File: config.mk
export PLATFORM = sky130hd
export DESIGN_NAME = pipeline_stall_u
export DESIGN_NICKNAME = d
export VERILOG_FILES = /design/src/rtl/pipeline_stall_u.sv
export SDC_FILE = /design/constraint.sdc
export NUM_CORES = 1
export LEC_CHECK = 0
export CAP_MARGIN = 25
export CORE_ASPECT_RATIO = 2
export CORE_MARGIN = 3
export CORE_UTILIZATION = 65
export CTS_BUF_LIST = sky130_fd_sc_hd__clkbuf_2 sky130_fd_sc_hd__clkbuf_4 sky130_fd_sc_hd__clkbuf_8
export DETAILED_ROUTE_END_ITERATION = 8
export DONT_BUFFER_PORTS = 1
export PLACE_DENSITY = 0.92
export SLEW_MARGIN = 20
export SYNTH_ARGS = -nofsm -noshare
export SYNTH_HDL_FRONTEND = slang
export SYNTH_SLANG_ARGS = --single-unit
File: constraint.sdc
create_clock -name clk -period 7.35 [get_ports clk]
set_clock_uncertainty 0.2 [all_clocks]
set_input_delay 2.205 -clock clk [delete_from_list [all_inputs] [get_ports clk]]
set_output_delay 2.205 -clock clk [all_outputs]
set_load 0.05 [all_outputs]
File: src/rtl/pipeline_stall_u.sv
// Pipeline hazard/stall controller: memory-wait interlock, load-use bubble, wait and stall counters.
// Optional memory-timeout fault state is built when STALL_TIMEOUT_EN is defined.
module pipeline_stall_u #(
  parameter int TIMEOUT_CYCLES = 255,
  parameter int CNT_W          = 8,
  parameter int PERF_W         = 32
) (
  input  logic              clk,
  input  logic              rst_n,
  input  logic              imem_ack_n,
  input  logic              dmem_ack_n,
  input  logic [6:0]        mem_opcode,
  input  logic [6:0]        ex_opcode,
  input  logic [4:0]        ex_rd,
  input  logic [4:0]        id_rs1,
  input  logic [4:0]        id_rs2,
  input  logic              id_uses_rs1,
  input  logic              id_uses_rs2,
  output logic              interlock,
  output logic              stall_front,
  output logic              bubble_ex,
  output logic              timeout_err,
  output logic [CNT_W-1:0]  wait_cnt,
  output logic [PERF_W-1:0] stall_cnt
);

  localparam logic [6:0] OP_LOAD  = 7'b0000011;
  localparam logic [6:0] OP_STORE = 7'b0100011;

  localparam logic [1:0] ST_RUN   = 2'd0;
  localparam logic [1:0] ST_WAIT  = 2'd1;
  localparam logic [1:0] ST_FAULT = 2'd2;

  localparam logic [CNT_W-1:0]  WAIT_MAX  = '1;
  localparam logic [PERF_W-1:0] STALL_MAX = '1;

  if (TIMEOUT_CYCLES < 1 || TIMEOUT_CYCLES > (2**CNT_W) - 1) begin : g_bad_timeout
    $error("pipeline_stall_u: TIMEOUT_CYCLES out of range for CNT_W");
  end

  logic [1:0]        state_reg, state_next;
  logic [CNT_W-1:0]  wait_cnt_reg, wait_cnt_next;
  logic [PERF_W-1:0] stall_cnt_reg, stall_cnt_next;

  logic mem_access;
  logic mem_wait;
  logic load_use;
  logic in_fault;
  logic hold_req;
  logic bubble_req;
  logic stall_req;
  logic timeout_hit;

  assign mem_access = (mem_opcode == OP_LOAD) | (mem_opcode == OP_STORE);
  assign mem_wait   = imem_ack_n | (dmem_ack_n & mem_access);
  assign load_use   = (ex_opcode == OP_LOAD) & (ex_rd != 5'd0) &
                      ((id_uses_rs1 & (id_rs1 == ex_rd)) | (id_uses_rs2 & (id_rs2 == ex_rd)));

  assign in_fault   = (state_reg == ST_FAULT);
  assign hold_req   = mem_wait | in_fault;
  // A full freeze already holds the load in EX, so no bubble is needed then.
  assign bubble_req = load_use & ~hold_req;
  assign stall_req  = hold_req | bubble_req;

  // Reset forces the pipeline frozen without injecting bubbles.
  assign interlock   = ~rst_n | hold_req;
  assign stall_front = ~rst_n | stall_req;
  assign bubble_ex   = rst_n & bubble_req;

`ifdef STALL_TIMEOUT_EN
  localparam logic [CNT_W-1:0] TIMEOUT_LAST = CNT_W'(TIMEOUT_CYCLES - 1);
  logic timeout_err_reg;

  assign timeout_hit = mem_wait & (wait_cnt_reg == TIMEOUT_LAST);

  always_ff @(posedge clk or negedge rst_n) begin
    if (!rst_n) begin
      timeout_err_reg <= 1'b0;
    end else if (timeout_hit) begin
      timeout_err_reg <= 1'b1;
    end
  end

  assign timeout_err = timeout_err_reg;
`else
  assign timeout_hit = 1'b0;
  assign timeout_err = 1'b0;
`endif

  always_comb begin
    state_next = state_reg;
    case (state_reg)
      ST_RUN: begin
        if (timeout_hit) begin
          state_next = ST_FAULT;
        end else if (mem_wait) begin
          state_next = ST_WAIT;
        end
      end
      ST_WAIT: begin
        if (timeout_hit) begin
          state_next = ST_FAULT;
        end else if (!mem_wait) begin
          state_next = ST_RUN;
        end
      end
      ST_FAULT: state_next = ST_FAULT;
      default:  state_next = ST_RUN;
    endcase
  end

  always_comb begin
    wait_cnt_next = wait_cnt_reg;
    if (in_fault) begin
      wait_cnt_next = wait_cnt_reg;
    end else if (mem_wait) begin
      if (wait_cnt_reg != WAIT_MAX) begin
        wait_cnt_next = wait_cnt_reg + 1'b1;
      end
    end else begin
      wait_cnt_next = '0;
    end
  end

  always_comb begin
    stall_cnt_next = stall_cnt_reg;
    if (stall_req && (stall_cnt_reg != STALL_MAX)) begin
      stall_cnt_next = stall_cnt_reg + 1'b1;
    end
  end

  always_ff @(posedge clk or negedge rst_n) begin
    if (!rst_n) begin
      state_reg     <= ST_RUN;
      wait_cnt_reg  <= '0;
      stall_cnt_reg <= '0;
    end else begin
      state_reg     <= state_next;
      wait_cnt_reg  <= wait_cnt_next;
      stall_cnt_reg <= stall_cnt_next;
    end
  end

  assign wait_cnt  = wait_cnt_reg;
  assign stall_cnt = stall_cnt_reg;

endmodule

Word-level counts from Yosys, hierarchy flattened
Index checks and enable logic that the tools add are counted. W data, S select, Z words.

Equality and inequality tests: 12. Mux-type cells: 5. Bitwise operators: 17. Reductions and logical operators: 5. Add/subtract/negate cells: 2.

Operators by type and width (number): $add A32 B1 Y32 const B (1); $ne A32 B32 Y1 const B (1); $mux W8 (2); $eq A7 B2 Y1 const B (2); $eq A5 B5 Y1 (2); $add A8 B1 Y8 const B (1); $ne A8 B8 Y1 const B (1); $and A1 B1 Y1 (7); $eq A7 B6 Y1 const B (1); $or A1 B1 Y1 (7); $pmux W2 S3 (1); $reduce_bool A5 Y1 (1); $mux W2 (2); $ne A2 B2 Y1 const B (2); $reduce_and A2 Y1 (2); $not A1 Y1 (3); $eq A2 B1 Y1 const B (1); $eq A2 B2 Y1 const B (1); $logic_not A2 Y1 (1); $ne A2 B1 Y1 const B (1); $logic_and A1 B1 Y1 (1).

Flip-flop bits (word level): 42. Word-level logic and storage cells: 44. Output and inout port bits: 44.

Longest topological paths before layout
Gate-level depths: netlist of the first run.

Depth after elaboration: 9. Mapped depth: 8. Mapped depth without buffers: 8.

Worst setup path after synthesis of the first run
No wires, ideal clock.

Kind: input -> output. From: input dmem_ack_n. To: output bubble_ex. Stages on the path: 6. Data required time: 4.945 ns. Path buffers: 1. Arrival time: 4.255 ns. Slack: 0.690 ns. Cell sequence: nor4b_2 -> a41oi_2 -> nor2b_4 -> buf_1 -> nand2_1 -> nor2_1.

Longest elaborated chain between the ends: 6.

Ends and longest elaborated chain: from (decl) (line 11) `input logic dmem_ack_n,`; $and A1 B1 Y1 (line 55) `assign mem_wait = imem_ack_n | (dmem_ack_n & mem_access);`; $or A1 B1 Y1 (line 55); $or A1 B1 Y1 (line 60) `assign hold_req = mem_wait | in_fault;`; $not A1 Y1 (line 62) `assign bubble_req = load_use & ~hold_req;`; $and A1 B1 Y1 (line 62); $and A1 B1 Y1 (line 68) `assign bubble_ex = rst_n & bubble_req;`; to (decl) (line 21) `output logic bubble_ex,`.

No other way between the ends.

Worst setup path after layout of the first run
Ends and elaborated chain as after synthesis.

==> summary.md, run 1 <==
| Metric | Value |
|---|---|
| Hold slack | `0.243 ns` |
| Setup Buffers After CTS | `0` |
| Worst-skew pair later-pin latency | `approximately 0.30 ns` |
| Syn nets | `between 200 and 300` |
| Distinct cells, synth | `34` |
| Synth Area in Compound Gates | `under 10%` |
| Share of layout cells above drive strength 1 | `11.6%` |
| WS Path Type | `primary input to output pin` |
| Final WS setup | `1.07 ns` |
| Commonest non-fill, non-tap cell in the layout | `dfrtp_1` |
| WP data arrival | `around 3.9 ns` |
| Post-Syn Area | `~0.0022 mm²` |
| CP Data Required Time | `approximately 5.0 ns` |
| Vias per cell | `between 6 and 7` |
| Largest family of logic cells by synthesized area | `simple AND/OR/NAND/NOR gates` |
| Post-Synth Adder-Cell Area | `between 1 and 1.5%` |
| # DRC | `0` |
| Max FFs per register | `32` |
| Die ar. | `approximately 0.0042 mm²` |
| Hold Crit Depth | `1` |
| IO Count | `79` |
| # Max-Cap Violations | `0` |
| Warnings from Yosys | `0` |
| CTS Hold Bufs | `0` |
| DR vias | `1,616` |
| TritonCTS clock tree | `built` |
| Reg2Reg Depth | `6` |
| Area delta synth->final | `6.83%` |
| Status | `finished, final reports clean` |
| Dpl ws | `roughly 1.1 ns` |
| Root buffer cell | `clkbuf_8` |
| Setup TNS | `0 ns` |
| Inserted Clock Buffers | `5` |
| Crit-path max FO | `12` |
| Worst Setup Start Kind | `primary input` |
| Core Region | `0.00323 mm²` |
| Placer Congestion | `between 0.7 and 0.8` |
| Worst Max-Slew Pin Slew | `around 0.63 ns` |
| Top cell type by total area after synthesis | `dfrtp_1` |
| Max Root-Sink Buffers | `2` |
| FF+latch count, synth | `42` |
| Initial antenna violation count | `0` |
| Die Ht | `88.6 µm` |
| LEAKAGE | `0.974 nW` |
| Starting Density | `between 60% and 70%` |
| GRT Resource Usage Total | `between 20% and 30%` |
| Filler cells | `between 200 and 250` |
| Remaining global-route overflow | `0` |
| Critical path cell sequence | `nor4b_2 > a41oi_2 > nor2b_4 > nand2_1 > nor2_1 > buf_4` |
| H-tree levels | `2` |
| First-pass GRT wire length | `about 7400 µm` |
| Clock sink count | `42` |
| Largest net degree at the start of global routing | `45` |
| Pwr per Cell Area | `272 mW/mm²` |
| CTS clk-pin slew, worst paths | `0.09 ns` |
| DRT Wirelength | `between 4000 and 5000 µm` |
| Post-synthesis sequential area ratio | `between 40% and 50%` |
| I/O Buffers | `0` |
| Diodes inserted | `0` |
| Final Setup Violations | `0` |
| Row count | `29` |
| Post-cts sizing count | `0` |
| Initial DRC Count | `23` |
| Vias in the first global route | `between 1,500 and 2,000` |
| Min Tclk post-route | `roughly 6.3 ns` |
| Commonest non-fill, non-tap cells in the layout | `42 x dfrtp_1, 38 x xnor2_1, 25 x nand4_1, 22 x nand2_1, 20 x nor2_1` |
| RSZ-0062 raised after global routing | `false` |
| Area contributors post-synth | `dfrtp_1 47%, xnor2_1 15%, nand4_1 7.1%` |
| Hold Path Class | `flip-flop to flip-flop` |
| Max incr delay on CP | `roughly 0.39 ns` |
| WL/cell | `~19 µm` |
| Tcrit/Tclk final | `85.5%` |
| Pre-antenna DRT Iters | `4` |
| Post-synthesis simple-gate area fraction | `between 20% and 30%` |
| Final #Nets | `251` |
| Fin util | `about 73%` |
| Peak supply drop | `between 200 and 250 µV` |
| Final hold vios | `0` |
| Synth Instances | `214` |
| Slew Limit Fails | `0` |
| Post-synthesis xor/xnor area fraction | `between 10% and 20%` |
| Chip width | `between 40 and 50 µm` |
| Avg Synthesized Cell Area | `~10 µm²` |
| Slowest cell on the critical path | `nor2b_4` |
| Maximum clock frequency | `around 160 MHz` |
| Top-area cell type share of the netlist area | `47.4%` |
| Hpwl dp | `3560 µm` |
| Slew headroom | `around 58%` |
| Routed Antenna Nets | `0` |
| Mux contribution to synthesized area | `0.508%` |
| Crit end category | `output pin` |
-- through the flow --
step	power (mW)	cell area, µm²	std cells
finish	0.643	2370	246
floorplan	0.406	2220	214
detailed placement	0.423	2220	238
global route	0.671	2370	246
global placement	0.418	2220	238
CTS	0.647	2370	246
-- cells by family (layout without fill, tap and decap cells) --
family | count (synthesis) | count (layout)
multiplexers | 1 | 1
AND/OR/NAND/NOR | 103 | 103
XOR/XNOR | 45 | 45
AO/OA/AOI/OAI | 10 | 10
flip-flops | 42 | 42
adder cells (fa/ha/maj) | 2 | 2
buffers and inverters | 10 | 11
other | 1 | 1
-- cell usage after synthesis --
cell and number:
a21boi_4 1, a21oi_1 3, a2bb2oi_4 1, a41oi_2 1, and2b_2 1, and3_1 10, and3_4 3, buf_1 2
buf_2 3, buf_4 1, clkbuf_1 2, conb_1 1, dfrtp_1 42, ha_1 2, inv_1 2, mux2_2 1
nand2_1 22, nand3_1 8, nand4_1 25, nand4_4 1, nor2_1 20, nor2_2 2, nor2b_1 1, nor2b_4 1
nor3_1 5, nor3b_1 1, nor4b_2 1, o2111ai_1 1, o21ai_0 2, o22ai_2 1, or2_2 1, or3_4 1
xnor2_1 38, xor2_1 7
-- power breakdown --
part	total, mW	switching, mW	internal, mW
sequential	0.360	0.109	0.251
combinational	0.0578	0.0287	0.0292
clock	0.225	0.0801	0.145
total	0.643	0.218	0.425
-- per-layer routing --
| layer | track usage [%] | up-vias | wire length (µm) |
|---|---|---|---|
| met2 | 46.7 | 82 | 2710 |
| met5 | 0 | - | 0 |
| met1 | 23.1 | 788 | 1500 |
| met3 | 7.74 | 9 | 368 |
| met4 | 10.1 | 0 | 91 |
| li1 | - | 737 | - |
-- critical path: cells and delay by family --
family	cells	cell delay (ns)
simple gates	4	1.14
buf+inv	1	0.22
compound gates	1	0.32
-- path summary, 6_finish.rpt --
check,startpoint,to,slack [ns]
min in group asynchronous,rst_n,stall_cnt[21]$_DFFE_PN0P_,1.39
hold reg to reg,state_reg[1]$_DFFE_PN0P_,state_reg[0]$_DFFE_PN0P_,0.24
hold / removal,state_reg[1]$_DFFE_PN0P_,state_reg[0]$_DFFE_PN0P_,0.24
setup reg to reg,stall_cnt[0]$_DFFE_PN0P_,stall_cnt[6]$_DFFE_PN0P_,4.65
max in group asynchronous,rst_n,stall_cnt[3]$_DFFE_PN0P_,5.47
setup / recovery,dmem_ack_n,bubble_ex,1.07
-- layout make-up --
class                      instances  area [µm²]  share of cell area (%)
inverter                           2        7.51                   0.317
tap                               31        38.8                    1.64
clock inverter                     2        60.1                    2.54
clock buffer                       6        82.6                    3.49
multi-input combinational        162        1120                    47.3
timing repair buffer               1        7.51                   0.317
sequential                        42        1050                    44.4
(Power assumes the default switching activity.)
==> inputs of run 2 (changes only) <==
--- a/config.mk
+++ b/config.mk
@@ -8,11 +8,10 @@
 export CAP_MARGIN = 25
 export CORE_ASPECT_RATIO = 2
 export CORE_MARGIN = 3
-export CORE_UTILIZATION = 65
+export CORE_UTILIZATION = 50
 export CTS_BUF_LIST = sky130_fd_sc_hd__clkbuf_2 sky130_fd_sc_hd__clkbuf_4 sky130_fd_sc_hd__clkbuf_8
 export DETAILED_ROUTE_END_ITERATION = 8
-export DONT_BUFFER_PORTS = 1
-export PLACE_DENSITY = 0.92
+export PLACE_DENSITY = 0.95
 export SLEW_MARGIN = 20
 export SYNTH_ARGS = -nofsm -noshare
 export SYNTH_HDL_FRONTEND = slang
==> summary.md, run 2 (same netlist as run 1, synthesis figures left out) <==
| Metric | Value |
|---|---|
| Hold slack | `around 0.23 ns` |
| # DRC | `0` |
| Peak supply drop | `approximately 230 µV` |
| DR vias | `about 1,900` |
| Filler cells | `around 300` |
| # Max-Cap Violations | `0` |
| Pwr per Cell Area | `between 200 and 250 mW/mm²` |
| Inserted Clock Buffers | `5` |
| Clock sink count | `42` |
| Commonest non-fill, non-tap cell in the layout | `clkdlybuf4s50_1` |
| TritonCTS clock tree | `built` |
| Slowest cell on the critical path | `clkdlybuf4s50_1` |
| Area delta synth->final | `40.0%` |
| Status | `finished, final reports clean` |
| Vias per cell | `5.50` |
| WS Path Type | `primary input to output pin` |
| Share of layout cells above drive strength 1 | `8.93%` |
| FF-to-FF Start | `stall_cnt[0]$_DFFE_PN0P_` |
| Worst-skew pair later-pin latency | `slightly below 0.3 ns` |
| Diodes inserted | `0` |
| Vias in the first global route | `~1,900` |
| Max Root-Sink Buffers | `2` |
| Grt met2 use | `40.1%` |
| DRT Wirelength | `~5400 µm` |
| Setup Buffers After CTS | `0` |
| Hold Path Class | `flip-flop to flip-flop` |
| Global Route met1 Usage | `approximately a fifth` |
| Largest net degree at the start of global routing | `26` |
| Post-cts sizing count | `0` |
| Initial DRC Count | `21` |
| Min-delay src | `state_reg[1]$_DFFE_PN0P_` |
| Crit-path most repeated cell | `clkdlybuf4s50_1` |
| Worst r2r dst | `stall_cnt[1]$_DFFE_PN0P_` |
| Hold Crit Depth | `1` |
| Die ar. | `0.00532 mm²` |
| Slew headroom | `58.3%` |
| GR Util met3 | `between 5 and 6%` |
| Placer Congestion | `approximately 0.76` |
| H-tree levels | `2` |
| Pre-antenna DRT Iters | `5` |
| Hold Crit Endpoint | `state_reg[0]$_DFFE_PN0P_` |
| Slew Limit Fails | `0` |
| Reg2Reg Depth | `5` |
| Max incr delay on CP | `approximately 0.83 ns` |
| Commonest non-fill, non-tap cells in the layout | `75 x clkdlybuf4s50_1, 42 x dfrtp_1, 38 x xnor2_1, 25 x nand4_1, 22 x nand2_1` |
| Chip width | `~53 µm` |
| CP Data Required Time | `a little under 5 ns` |
| Hpwl dp | `around 4100 µm` |
| Worst Setup Start Kind | `primary input` |
| DP Area | `approximately 0.0030 mm²` |
| Row count | `33` |
| Tcrit/Tclk final | `a little over nine tenths` |
| Min Tclk post-route | `between 6 and 7 ns` |
| I/O Buffers | `76` |
| Die Ht | `~100 µm` |
| Power consumption | `0.638 mW` |
| First-pass GRT wire length | `between 8000 and 9000 µm` |
| Worst Max-Slew Pin Slew | `0.623 ns` |
| IO Count | `between 70 and 80` |
| Worst path bufs/invs | `2` |
| Initial antenna violation count | `0` |
| CTS Hold Bufs | `0` |
| Final Setup Violations | `0` |
| Final #Nets | `around 330` |
| Max FFs per register | `32` |
| Core Region | `0.00417 mm²` |
| CTS clk-pin slew, worst paths | `0.08 ns` |
| Maximum clock frequency | `roughly 140 MHz` |
| Routed Antenna Nets | `0` |
| GRT Resource Usage Total | `21.3%` |
| LEAKAGE | `approximately 1.2 nW` |
| Setup TNS | `0 ns` |
| Starting Density | `a little over half` |
| Crit-path leading delay family | `buffers and inverters` |
| Post-route cell area | `roughly 0.0031 mm²` |
| Crit end category | `output pin` |
| Worst reg2reg setup slack | `between 4 and 5 ns` |
| Final hold vios | `0` |
| Crit-path max FO | `12` |
| WP data arrival | `about 4.6 ns` |
| Remaining global-route overflow | `0` |
| Root buffer cell | `clkbuf_8` |
| WL/cell | `between 15 and 20 µm` |
| RSZ-0062 raised after global routing | `false` |
| Critical path cell sequence | `clkdlybuf4s50_1 > nor4b_2 > a41oi_2 > nor2b_4 > nand2_1 > nor2_1 > clkdlybuf4s50_1` |
| GRT busiest layer | `met2` |
==> run 2: final cells by class <==
class	count	area (µm²)	share of cell area [%]
clock buffer	6	82.6	2.66
inverter	2	7.51	0.242
timing repair buffer	77	763	24.6
sequential	42	1050	33.9
clock inverter	2	12.5	0.403
tap	52	65.1	2.10
multi-input combinational	162	1120	36.1
==> run 2: stage by stage <==
stage | cells | util, % | setup slack, ns
2_1_floorplan | 214 | - | 0.690
3_3_place_gp | 335 | 72.1 | 0.425
3_5_place_dp | 335 | 72.1 | 0.376
4_1_cts | 343 | 74.4 | 0.366
5_1_grt | 343 | 74.4 | 0.249
6_report | 343 | 74.4 | 0.357
==> run 2: power breakdown <==
group | internal [mW] | switching (mW)
Clock | 0.0755 | 0.0793
Sequential | 0.253 | 0.0311
Combinational | 0.0785 | 0.121
==> run 2: worst max path at each step <==
stage / start / to / slack [ns] / cells past startpoint
floorplan: dmem_ack_n / bubble_ex / 0.69 / 6
global placement: dmem_ack_n / bubble_ex / 0.43 / 7
detailed placement: dmem_ack_n / bubble_ex / 0.38 / 7
CTS: dmem_ack_n / bubble_ex / 0.37 / 7
global route: dmem_ack_n / bubble_ex / 0.25 / 7
finish: dmem_ack_n / bubble_ex / 0.36 / 7
==> run 2: metal layers <==
layer,share of wire [%],up-vias
met5,0,-
met4,1.5,0
met3,8.8,8
met2,55,85
met1,35,906
li1,-,889
==> inputs of run 3 (changes only) <==
--- a/config.mk
+++ b/config.mk
@@ -6,12 +6,12 @@
 export NUM_CORES = 1
 export LEC_CHECK = 0
 export CAP_MARGIN = 25
-export CORE_ASPECT_RATIO = 2
+export CORE_ASPECT_RATIO = 0.75
 export CORE_MARGIN = 3
-export CORE_UTILIZATION = 50
+export CORE_UTILIZATION = 30
 export CTS_BUF_LIST = sky130_fd_sc_hd__clkbuf_2 sky130_fd_sc_hd__clkbuf_4 sky130_fd_sc_hd__clkbuf_8
 export DETAILED_ROUTE_END_ITERATION = 8
-export PLACE_DENSITY = 0.95
+export PLACE_DENSITY = 0.68
 export SLEW_MARGIN = 20
 export SYNTH_ARGS = -nofsm -noshare
 export SYNTH_HDL_FRONTEND = slang
==> summary.md, run 3 (same netlist as run 1, synthesis figures left out) <==
| Metric | Value |
|---|---|
| WP data arrival | `about 4.5 ns` |
| Peak supply drop | `214 µV` |
| Inserted Clock Buffers | `5` |
| Clock sink count | `42` |
| Slowest cell on the critical path | `clkdlybuf4s50_1` |
| Diodes inserted | `0` |
| Remaining global-route overflow | `0` |
| Hpwl dp | `slightly below 4000 µm` |
| LEAKAGE | `between 1 and 1.5 nW` |
| Vias per cell | `~4.7` |
| Chip width | `approximately 110 µm` |
| Max incr delay on CP | `0.82 ns` |
| CP Data Required Time | `around 5 ns` |
| Inst Count DP | `381` |
| Crit end category | `output pin` |
| # DRC | `0` |
| Die Ht | `between 80 and 90 µm` |
| Worst Max-Slew Pin Slew | `around 0.69 ns` |
| Worst-skew pair later-pin latency | `between 0.2 and 0.3 ns` |
| Final #Nets | `roughly 330` |
| First-pass GRT wire length | `around 9000 µm` |
| Reg2Reg Depth | `5` |
| Worst path bufs/invs | `2` |
| Tcrit/Tclk final | `between 90% and 100%` |
| Core Region | `about 0.007 mm²` |
| Setup TNS | `0 ns` |
| Commonest non-fill, non-tap cell in the layout | `clkdlybuf4s50_1` |
| Largest net degree at the start of global routing | `40` |
| Final Setup Violations | `0` |
| Post-cts sizing count | `0` |
| # Max-Cap Violations | `0` |
| DR vias | `1,830` |
| Hold Path Class | `flip-flop to flip-flop` |
| Area delta synth->final | `42.6%` |
| Max Root-Sink Buffers | `2` |
| Commonest non-fill, non-tap cells in the layout | `75 x clkdlybuf4s50_1, 42 x dfrtp_1, 38 x xnor2_1, 25 x nand4_1, 22 x nand2_1` |
| Critical path cell sequence | `clkdlybuf4s50_1 > nor4b_2 > a41oi_2 > nor2b_4 > nand2_1 > nor2_1 > clkdlybuf4s50_1` |
| Die ar. | `0.00846 mm²` |
| Min Tclk post-route | `approximately 7 ns` |
| CTS Hold Bufs | `0` |
| FF-to-FF Start | `stall_cnt[0]$_DFFE_PN0P_` |
| Routed Antenna Nets | `0` |
| Worst Setup Start Kind | `primary input` |
| Status | `finished, final reports clean` |
| Crit-path most repeated cell | `clkdlybuf4s50_1` |
| IO Count | `79` |
| Hold Crit Endpoint | `state_reg[0]$_DFFE_PN0P_` |
| TritonCTS clock tree | `built` |
| Setup Buffers After CTS | `0` |
| Pwr per Cell Area | `202 mW/mm²` |
| Initial antenna violation count | `0` |
| Worst reg2reg setup slack | `a little under 5 ns` |
| RSZ-0062 raised after global routing | `false` |
| Root buffer cell | `clkbuf_8` |
| Worst r2r dst | `stall_cnt[1]$_DFFE_PN0P_` |
| Max FFs per register | `32` |
| Slew headroom | `54.2%` |
| Row count | `26` |
| Crit-path max FO | `12` |
| Slew Limit Fails | `0` |
| Pre-antenna DRT Iters | `4` |
| WL/cell | `between 10 and 15 µm` |
| I/O Buffers | `76` |
| GRT Resource Usage Total | `between 10% and 20%` |
| CTS clk-pin slew, worst paths | `0.08 ns` |
| Min-delay src | `state_reg[1]$_DFFE_PN0P_` |
| Vias in the first global route | `about 1,900` |
| Share of layout cells above drive strength 1 | `under 10%` |
| Hold Crit Depth | `1` |
| Maximum clock frequency | `about 140 MHz` |
| Initial DRC Count | `64` |
| Placer Congestion | `slightly below 0.8` |
| Starting Density | `between 30% and 40%` |
| Crit-path leading delay family | `buffers and inverters` |
| DRT Wirelength | `~5300 µm` |
| Finished Layout Cells | `~400` |
| Final hold vios | `0` |
| WS Path Type | `primary input to output pin` |
| H-tree levels | `2` |
[run 3: cell counts in the layout (fill, tap and decap cells not counted)]
Identical to the previous run, type by type.
[run 3: final cells by class]
cell class,count,area (µm²)
inverters,2,7.51
multi-input cells,162,1120
well taps,98,123
fillers,657,3830
clock buffers,6,82.6
flip-flops and latches,42,1050
repair buffers,77,763
clock inverters,2,12.5
[run 3: metrics by stage]
step	power, mW	util, %	setup WS (ns)	hold slack, ns	instance area [µm²]
floorplan	0.406	-	0.690	0.197	2220
global placement	0.485	43.8	0.370	0.206	3060
detailed placement	0.487	43.8	0.359	0.210	3060
CTS	0.647	45.2	0.346	0.223	3160
global route	0.670	45.2	0.240	0.239	3160
finish	0.640	45.2	0.404	0.220	3160
[run 3: worst max-delay path by stage]
stage | startpoint | endpoint | slack (ns) | cells past startpoint
after global placement | dmem_ack_n | bubble_ex | 0.37 | 7
after CTS | dmem_ack_n | bubble_ex | 0.35 | 7
after floorplan | dmem_ack_n | bubble_ex | 0.69 | 6
after detailed placement | dmem_ack_n | bubble_ex | 0.36 | 7
after global routing | dmem_ack_n | bubble_ex | 0.24 | 7
final | dmem_ack_n | bubble_ex | 0.40 | 7
[run 3: routing by layer]
metal  GRT usage, %  share of wire (%)
met5              0                  0
met4           3.15               0.68
met3           4.74                8.6
met2           21.1                 43
met1           18.0                 48
[run 3: where the power goes]
| group | switching, mW | internal, mW |
|---|---|---|
| registers | 0.0302 | 0.253 |
| logic | 0.121 | 0.0784 |
| clock network | 0.0818 | 0.0756 |
| total | 0.233 | 0.407 |
